===== src/rtl/lcd_bus_ctrl_if.sv =====
// lcd_bus_ctrl_if: command-side handshake between the pixel/command engine and the LCD bus master
interface lcd_bus_ctrl_if #(parameter int DW = 16, parameter int CW = 8);
  logic          cmd_valid;
  logic          cmd_ready;
  logic          cmd_rw;
  logic          cmd_rs;
  logic [DW-1:0] cmd_wdata;
  logic [CW-1:0] t_setup;
  logic [CW-1:0] t_low;
  logic [CW-1:0] t_high;
  logic [DW-1:0] rd_data;
  logic          rd_valid;
  logic          busy;
  modport master (
    output cmd_valid, cmd_rw, cmd_rs, cmd_wdata, t_setup, t_low, t_high,
    input  cmd_ready, rd_data, rd_valid, busy
  );
  modport slave (
    input  cmd_valid, cmd_rw, cmd_rs, cmd_wdata, t_setup, t_low, t_high,
    output cmd_ready, rd_data, rd_valid, busy
  );
endinterface


===== src/rtl/lcd_bus_ctrl.sv =====
// lcd_bus_ctrl: 8080-style parallel LCD bus master with programmable setup/strobe/hold timing
module lcd_bus_ctrl #(
  parameter int DW = 16,
  parameter int CW = 8
) (
  input  logic          clk,
  input  logic          rst,
  lcd_bus_ctrl_if.slave bus,
  output logic          lcd_cs_n,
  output logic          lcd_rs,
  output logic          lcd_wr_n,
  output logic          lcd_rd_n,
  output logic [DW-1:0] lcd_db_o,
  output logic          lcd_db_oe,
  input  logic [DW-1:0] lcd_db_i
);
  typedef enum logic [1:0] {IDLE, SETUP, STROBE, HOLD} state_t;
  state_t        state, state_n;
  logic [CW-1:0] cnt, cnt_n, lim, ts_q, tl_q, th_q;
  logic          rw_q, done, rd_valid_q;
  logic [DW-1:0] rd_data_q;
  assign bus.cmd_ready = state == IDLE;
  assign bus.busy      = state != IDLE;
  assign bus.rd_data   = rd_data_q;
  assign bus.rd_valid  = rd_valid_q;
  // equality against the latched limit, then clear: a full-scale limit never wraps
  always_comb begin
    lim     = state == SETUP ? ts_q : state == STROBE ? tl_q : th_q;
    done    = cnt == lim;
    state_n = state;
    cnt_n   = cnt + CW'(1);
    if (state == IDLE) begin
      cnt_n   = '0;
      state_n = bus.cmd_valid ? SETUP : IDLE;
    end else if (done) begin
      cnt_n   = '0;
      state_n = state == SETUP ? STROBE : state == STROBE ? HOLD : IDLE;
    end
  end
  always_ff @(posedge clk) begin
    if (rst) begin
      state      <= IDLE;
      cnt        <= '0;
      ts_q       <= '0;
      tl_q       <= '0;
      th_q       <= '0;
      rw_q       <= 1'b0;
      lcd_cs_n   <= 1'b1;
      lcd_rs     <= 1'b1;
      lcd_wr_n   <= 1'b1;
      lcd_rd_n   <= 1'b1;
      lcd_db_o   <= '0;
      lcd_db_oe  <= 1'b0;
      rd_data_q  <= '0;
      rd_valid_q <= 1'b0;
    end else begin
      state      <= state_n;
      cnt        <= cnt_n;
      rd_valid_q <= 1'b0;
      case (state)
        IDLE: begin
          lcd_cs_n <= ~bus.cmd_valid;
          if (bus.cmd_valid) begin
            rw_q      <= bus.cmd_rw;
            ts_q      <= bus.t_setup;
            tl_q      <= bus.t_low;
            th_q      <= bus.t_high;
            lcd_rs    <= bus.cmd_rs;
            lcd_db_oe <= ~bus.cmd_rw;
            if (!bus.cmd_rw) lcd_db_o <= bus.cmd_wdata;
          end
        end
        SETUP: if (done) begin
          lcd_wr_n <= rw_q;
          lcd_rd_n <= ~rw_q;
        end
        STROBE: if (done) begin
          lcd_wr_n <= 1'b1;
          lcd_rd_n <= 1'b1;
          if (rw_q) begin
            rd_data_q  <= lcd_db_i;
            rd_valid_q <= 1'b1;
          end
        end
        HOLD: if (done) lcd_db_oe <= 1'b0;
      endcase
    end
  end
endmodule


===== src/flat_wrapper.sv =====
// flat-port wrapper written by rule: the top's interface ports become plain ports
module lcd_bus_ctrl_flat 
#(
  parameter int DW = 16,
  parameter int CW = 8
)
  (clk, rst, lcd_cs_n, lcd_rs, lcd_wr_n, lcd_rd_n, lcd_db_o, lcd_db_oe, lcd_db_i, bus_cmd_valid, bus_cmd_rw, bus_cmd_rs, bus_cmd_wdata, bus_t_setup, bus_t_low, bus_t_high, bus_cmd_ready, bus_rd_data, bus_rd_valid, bus_busy);
  lcd_bus_ctrl_if #(.DW(DW), .CW(CW)) bus_i ();
  input  logic clk;
  input  logic rst;
  output logic lcd_cs_n;
  output logic lcd_rs;
  output logic lcd_wr_n;
  output logic lcd_rd_n;
  output logic [DW-1:0] lcd_db_o;
  output logic lcd_db_oe;
  input  logic [DW-1:0] lcd_db_i;
  input wire logic [$bits(bus_i.cmd_valid)-1:0] bus_cmd_valid;
  input wire logic [$bits(bus_i.cmd_rw)-1:0] bus_cmd_rw;
  input wire logic [$bits(bus_i.cmd_rs)-1:0] bus_cmd_rs;
  input wire logic [$bits(bus_i.cmd_wdata)-1:0] bus_cmd_wdata;
  input wire logic [$bits(bus_i.t_setup)-1:0] bus_t_setup;
  input wire logic [$bits(bus_i.t_low)-1:0] bus_t_low;
  input wire logic [$bits(bus_i.t_high)-1:0] bus_t_high;
  output wire logic [$bits(bus_i.cmd_ready)-1:0] bus_cmd_ready;
  output wire logic [$bits(bus_i.rd_data)-1:0] bus_rd_data;
  output wire logic [$bits(bus_i.rd_valid)-1:0] bus_rd_valid;
  output wire logic [$bits(bus_i.busy)-1:0] bus_busy;
  assign bus_i.cmd_valid = bus_cmd_valid;
  assign bus_i.cmd_rw = bus_cmd_rw;
  assign bus_i.cmd_rs = bus_cmd_rs;
  assign bus_i.cmd_wdata = bus_cmd_wdata;
  assign bus_i.t_setup = bus_t_setup;
  assign bus_i.t_low = bus_t_low;
  assign bus_i.t_high = bus_t_high;
  assign bus_cmd_ready = bus_i.cmd_ready;
  assign bus_rd_data = bus_i.rd_data;
  assign bus_rd_valid = bus_i.rd_valid;
  assign bus_busy = bus_i.busy;
  lcd_bus_ctrl #(.DW(DW), .CW(CW)) u_core (.clk(clk), .rst(rst), .bus(bus_i), .lcd_cs_n(lcd_cs_n), .lcd_rs(lcd_rs), .lcd_wr_n(lcd_wr_n), .lcd_rd_n(lcd_rd_n), .lcd_db_o(lcd_db_o), .lcd_db_oe(lcd_db_oe), .lcd_db_i(lcd_db_i));
endmodule

===== config.mk =====
export PLATFORM = sky130hd
export DESIGN_NAME = lcd_bus_ctrl_flat
export DESIGN_NICKNAME = d
export VERILOG_FILES = /design/src/rtl/lcd_bus_ctrl_if.sv /design/src/rtl/lcd_bus_ctrl.sv /design/src/flat_wrapper.sv
export SDC_FILE = /design/constraint.sdc
export NUM_CORES = 1
export LEC_CHECK = 0
export ABC_AREA = 1
export CORE_MARGIN = 2
export CORE_UTILIZATION = 23
export CTS_CLUSTER_SIZE = 40
export DETAILED_ROUTE_END_ITERATION = 8
export SYNTH_ARGS = -nofsm -noshare
export SYNTH_HDL_FRONTEND = slang
export SYNTH_SLANG_ARGS = --single-unit

===== constraint.sdc =====
create_clock -name clk -period 3.2 [get_ports clk]
set_input_delay 0.48 -clock clk [delete_from_list [all_inputs] [get_ports clk]]
set_output_delay 0.48 -clock clk [all_outputs]
set_load 0.03 [all_outputs]

==> metrics.txt, run 1 <==
reg2reg path depth 13; CP max stage delay 0.47 ns; CTS tree yes; Clk Latency, worst-skew pair 0.33 ns; CTS sink cnt 73; Leak Pwr 0.00197 uW; Reg2Reg Setup Slack 0.52 ns; Initial Utilization 0.236; Avg Cell Area, Syn 6.94 sq um; first-pass GRT wire length 13.7 mm; Post-CTS Resized 0; Critical Path AT 2.91 ns; DRT antenna net count 0; final hold vios 0; Max Slew Vio Count 0; multiplexer share of the synthesized area 0; CTS H-Tree Depth 3; Max Cap Violations 0; non-filler instance count after layout 728; total die area 0.0145 sq mm; Buffers & Inverters on Critical Path 2; commonest non-fill, non-tap cell in the layout nor2_1; HP Start u_core.lcd_db_oe; ratio of final minimum period to clock period 0.838; Worst setup endpoint u_core.bus.rd_data[5]; clk buf depth 2; Pre-Repair DR Iteration Count 4; CTS Root Cell clkbuf_16; worst clock skew 0.00655 ns; cell count after synthesis 451; cells along the critical path inv_1 -> ha_1 -> inv_1 -> nand2_1 -> nand3_1 -> nand2_1 -> nand2_1 -> nand2_1 -> nand2_1 -> nor2_2 -> nand4_4 -> nor2_1 -> nor2_1; GRT Residual Overflow 0; Peak VDD IR 0.293 mV; core area 0.0132 sq mm; Seq/Total Area, Yosys 0.467; post-CTS setup buffers 0; die height 121 microns; setup ws final 0.517 ns; Final min period 2.68 ns; final-layout fill cell count 1399; die width 121 microns; RR Endpoint u_core.bus.rd_data[5]; final setup vio count 0; CP most frequent cell nand2_1; vias in the first global route 2987; Hold Slack 0.462 ns; DRT Wirelength 8.31 mm; #FFs+latches synth 73; crit path launch type flop; multi-input logic area 0.00142 sq mm; Placement Cell Area 0.00428 sq mm; initial DRC count 156; Total Nets Final 613; I/O Buffers 100; slowest CP cell ha_1; vias per inst 4.18; Clk pin slew, worst setup/hold paths 0.05 ns; placed insts 712; Yosys warnings 0; drt drc 0; cell count along the critical path 13; critical path peak fanout 33; antenna violations before repair 0; sequential cell area 0.00146 sq mm; Post-Synth Adder-Cell Area 0.0200; R2R Path Start u_core.state[0]; Required @ worst endpoint 3.42 ns; kind of critical path flop to flop; P per Cell Area 765 mW/mm^2; # IOs 101; Post-Synth Simple-Gate Area 0.343; Final Cell Area 0.00455 sq mm; gpl congestion 0.843; nature of the critical path endpoint flop; XOR/XNOR share of the synthesized area 0.00840; worst slew pin tran 0.712 ns; row cnt 42; Tot GR Track Use 0.120; Max Clock Freq 373 MHz; Yosys cell types 23; WL per Instance 11.4 microns; Post-CTS Hold Buffers 0; Worst setup startpoint u_core.state[0]; DR vias 3043; Final HPWL DP 6.27 mm; antenna cells 0; combinational family with the most area after synthesis simple AND/OR/NAND/NOR gates; status complete, no violations; HP Class flop to flop; TritonCTS Buffers 9; Hold Path Depth 2; syn nets 517; pin count of the biggest net entering global routing 44; Area Growth Syn to Fin 45.5%; RSZ-0062 raised after global routing false; most frequent cells in the layout nor2_1 (121), clkdlybuf4s50_1 (100), nand2_1 (98); Rel. slew slack 0.525; TNS Setup 0 ns; Top delay family on crit path simple AND/OR/NAND/NOR gates; fraction of layout cells with a size suffix above 1 0.0543; Synth Cell Area 0.00313 sq mm; Compound-Gate Fraction of Synth Area 0.0828; Place WS 0.497 ns
[flip-flops by register name, indices dropped and copies added, names as in the netlist]
register             cells
u_core.cnt               8
u_core.lcd_wr_n          1
u_core.lcd_rs            1
u_core.tl_q              8
u_core.bus.rd_valid      1
u_core.lcd_db_oe         1
u_core.th_q              8
u_core.state             2
u_core.ts_q              8
u_core.bus.rd_data      16
u_core.lcd_db_o         16
u_core.rw_q              1
u_core.lcd_cs_n          1
u_core.lcd_rd_n          1
[through the flow]
step                      power (uW)   util
after floorplan                 2130      -
after global placement          2560  0.323
after detailed placement        2590  0.323
after CTS                       3530  0.344
after global routing            3730  0.344
final                           3480  0.344
[cell usage after synthesis]
cell | n | area [sq um]
dfxtp_1 | 73 | 1460
nor3_1 | 2 | 10.0
nand4_4 | 1 | 21.3
inv_2 | 1 | 3.75
buf_1 | 1 | 3.75
inv_1 | 35 | 131
or2_2 | 7 | 43.8
buf_6 | 3 | 33.8
nand2_1 | 98 | 368
clkinv_1 | 2 | 7.51
clkbuf_1 | 10 | 37.5
xor2_1 | 3 | 26.3
nor3b_1 | 2 | 15.0
ha_1 | 5 | 62.6
nand3_1 | 26 | 130
nor2_2 | 2 | 12.5
a21oi_1 | 6 | 30.0
nor2_1 | 121 | 454
or2_1 | 3 | 18.8
buf_2 | 4 | 20.0
o21ai_0 | 44 | 220
o21ai_2 | 1 | 8.76
buf_4 | 1 | 7.51
[report_power, final]
| group | total [uW] | internal (uW) | switching, uW | leakage, uW |
|---|---|---|---|---|
| clock network | 927 | 563 | 364 | 0.000139 |
| logic | 1370 | 510 | 856 | 0.00123 |
| registers | 1190 | 1080 | 104 | 0.000598 |
[area by class of cell]
type / instances / share of cell area
clock inverter: 3 / 0.00330
timing repair buffer: 104 / 0.226
sequential: 73 / 0.321
inverter: 38 / 0.0313
multi-input combinational: 321 / 0.312
clock buffer: 13 / 0.0572
tap: 176 / 0.0484
[logic make-up (layout without fill, tap and decap cells)]
group | count (synthesis) | count (layout)
buf+inv | 57 | 158
xor+xnor | 3 | 3
compound gates | 51 | 51
fa+ha+maj | 5 | 5
flops | 73 | 73
simple gates | 262 | 262
[how the worst min path moves through the flow]
| stage | slack [ns] | end |
|---|---|---|
| after floorplan | 0.43 | u_core.cnt[0] |
| after global placement | 0.45 | u_core.lcd_wr_n |
| after detailed placement | 0.46 | u_core.lcd_db_oe |
| after CTS | 0.46 | u_core.lcd_db_oe |
| after global routing | 0.49 | u_core.lcd_db_oe |
| final | 0.46 | u_core.lcd_db_oe |
[layer usage]
| layer | up-vias | track usage | wire length, microns |
|---|---|---|---|
| met3 | 14 | 0.0297 | 438 |
| met1 | 1377 | 0.135 | 3590 |
| met5 | - | 0 | 0 |
| li1 | 1586 | - | - |
| met4 | 0 | 0.0661 | 218 |
| met2 | 66 | 0.206 | 4060 |
[worst reg2reg max path: stages, from the launching register on]
cell and delay [ns]:
dfxtp_1 0.32, inv_1 0.10, ha_1 0.47, inv_1 0.29, nand2_1 0.12, nand3_1 0.12, nand2_1 0.09, nand2_1 0.05
nand2_1 0.06, nand2_1 0.07, nor2_2 0.18, nand4_4 0.40, nor2_1 0.24, nor2_1 0.06
No activity file was read; power rests on OpenSTA's default activity.
==> inputs of run 2 (changes only) <==
==> constraint.sdc (replaced) <==
create_clock -name clk -period 2.6 [get_ports clk]
set_input_delay 0.39 -clock clk [delete_from_list [all_inputs] [get_ports clk]]
set_output_delay 0.39 -clock clk [all_outputs]
set_load 0.03 [all_outputs]
==> run 2 against run 1 <==
- flip-flop and latch count stayed put
- die area is the same
- sequential power up 23%
- critical path depth shrank 9
- via count is 0.20% lower
- non-clock buffer count increased by 1
- critical path type is now flop to output pin
- largest cell class unchanged
- largest power group unchanged
- highest routed layer unchanged
==> metrics.txt, run 2 (synthesis results as in run 1) <==
status complete, no violations; Leak Pwr 0.00200 uW; CTS tree yes; Clk Latency, worst-skew pair 0.34 ns; Max Slew Vio Count 0; RSZ-0062 raised after global routing false; CTS H-Tree Depth 3; clk buf depth 2; crit path launch type flop; GRT Residual Overflow 0; final-layout fill cell count 1400; post-CTS setup buffers 0; Tot GR Track Use 0.116; DRT Wirelength 8.26 mm; kind of critical path flop to output pin; final hold vios 0; Max Cap Violations 0; Initial Utilization 0.236; commonest non-fill, non-tap cell in the layout nor2_1; P per Cell Area 976 mW/mm^2; pin count of the biggest net entering global routing 34; Final min period 2.35 ns; Rel. slew slack 0.553; non-filler instance count after layout 729; row cnt 42; DR vias 3037; Required @ worst endpoint 2.21 ns; Max Clock Freq 425 MHz; Area Growth Syn to Fin 47.6%; vias in the first global route 2942; DRT antenna net count 0; Peak VDD IR 0.406 mV; vias per inst 4.17; core area 0.0132 sq mm; antenna violations before repair 0; sequential cell area 0.00146 sq mm; I/O Buffers 100; fraction of layout cells with a size suffix above 1 0.0615; Post-CTS Hold Buffers 0; total die area 0.0145 sq mm; HP Class flop to flop; worst slew pin tran 0.670 ns; nature of the critical path endpoint output pin; Clk pin slew, worst setup/hold paths 0.06 ns; TritonCTS Buffers 9; gpl congestion 0.843; final setup vio count 0; Hold Slack 0.460 ns; slowest CP cell clkdlybuf4s50_1; CTS Root Cell clkbuf_16; CP most frequent cell inv_1; ratio of final minimum period to clock period 0.906; WL per Instance 11.3 microns; most frequent cells in the layout nor2_1 (120), clkdlybuf4s50_1 (100), nand2_1 (98); # IOs 101; die width 121 microns; CP max stage delay 0.73 ns; drt drc 0; Post-CTS Resized 0; multi-input logic area 0.00142 sq mm; Critical Path AT 1.96 ns; initial DRC count 147; cells along the critical path inv_1 -> ha_1 -> inv_1 -> clkdlybuf4s50_1; first-pass GRT wire length 13.2 mm; TNS Setup 0 ns; Final HPWL DP 6.18 mm; CTS sink cnt 73; die height 121 microns; Total Nets Final 614; worst clock skew 0.00692 ns; antenna cells 0; placed insts 713; critical path peak fanout 7; Pre-Repair DR Iteration Count 4
[run 2: changes by cell type in the layout (fill, tap and decap cells not counted)]
cell | before | now
buf_4 | 4 | 5
clkbuf_1 | 2 | 0
clkinv_2 | 3 | 2
clkinvlp_4 | 0 | 1
nor2_1 | 121 | 120
bufinv_16 | 0 | 2
nor2_2 | 2 | 3
[run 2: critical path, delay by kind of cell, from the launching register on]
family | cells | cell delay [ns]
buf+inv | 3 | 1.01
flops | 1 | 0.38
fa+ha+maj | 1 | 0.24
[run 2: through the flow]
step	power, uW	setup slack (ns)	instance area (sq um)	util
after floorplan	2620	0.721	3130	-
final	4500	0.246	4620	0.349
after global placement	3140	0.355	4280	0.324
after global routing	4830	0.0158	4620	0.349
after CTS	4570	0.218	4610	0.348
after detailed placement	3160	0.257	4280	0.324
[run 2: area by class of cell]
cell class | count | area share
clock buffers | 11 | 0.0547
clock inverters | 5 | 0.0168
inverters | 38 | 0.0309
multi-input cells | 321 | 0.308
flip-flops and latches | 73 | 0.317
well taps | 176 | 0.0477
repair buffers | 105 | 0.225
[run 2: final timing paths]
check        cells after the start               endpoint       startpoint  slack (ns)
max                              4               bus_busy  u_core.state[1]        0.25
max reg2reg                     12  u_core.bus.rd_data[6]  u_core.state[1]        0.29
min                              2        u_core.lcd_wr_n  u_core.lcd_wr_n        0.46
min reg2reg                      2        u_core.lcd_wr_n  u_core.lcd_wr_n        0.46
[run 2: routing by layer]
metal / GRT usage / up-vias / wire, microns
met3: 0.0429 / 11 / 478
li1: - / 1590 / -
met1: 0.126 / 1376 / 3630
met5: 0 / - / 0
met4: 0.0516 / 0 / 153
met2: 0.202 / 60 / 3990
[run 2: report_power, final]
group	switching [uW]	internal [uW]
clock network	480	889
registers	128	1330
logic	1040	633
total	1650	2850
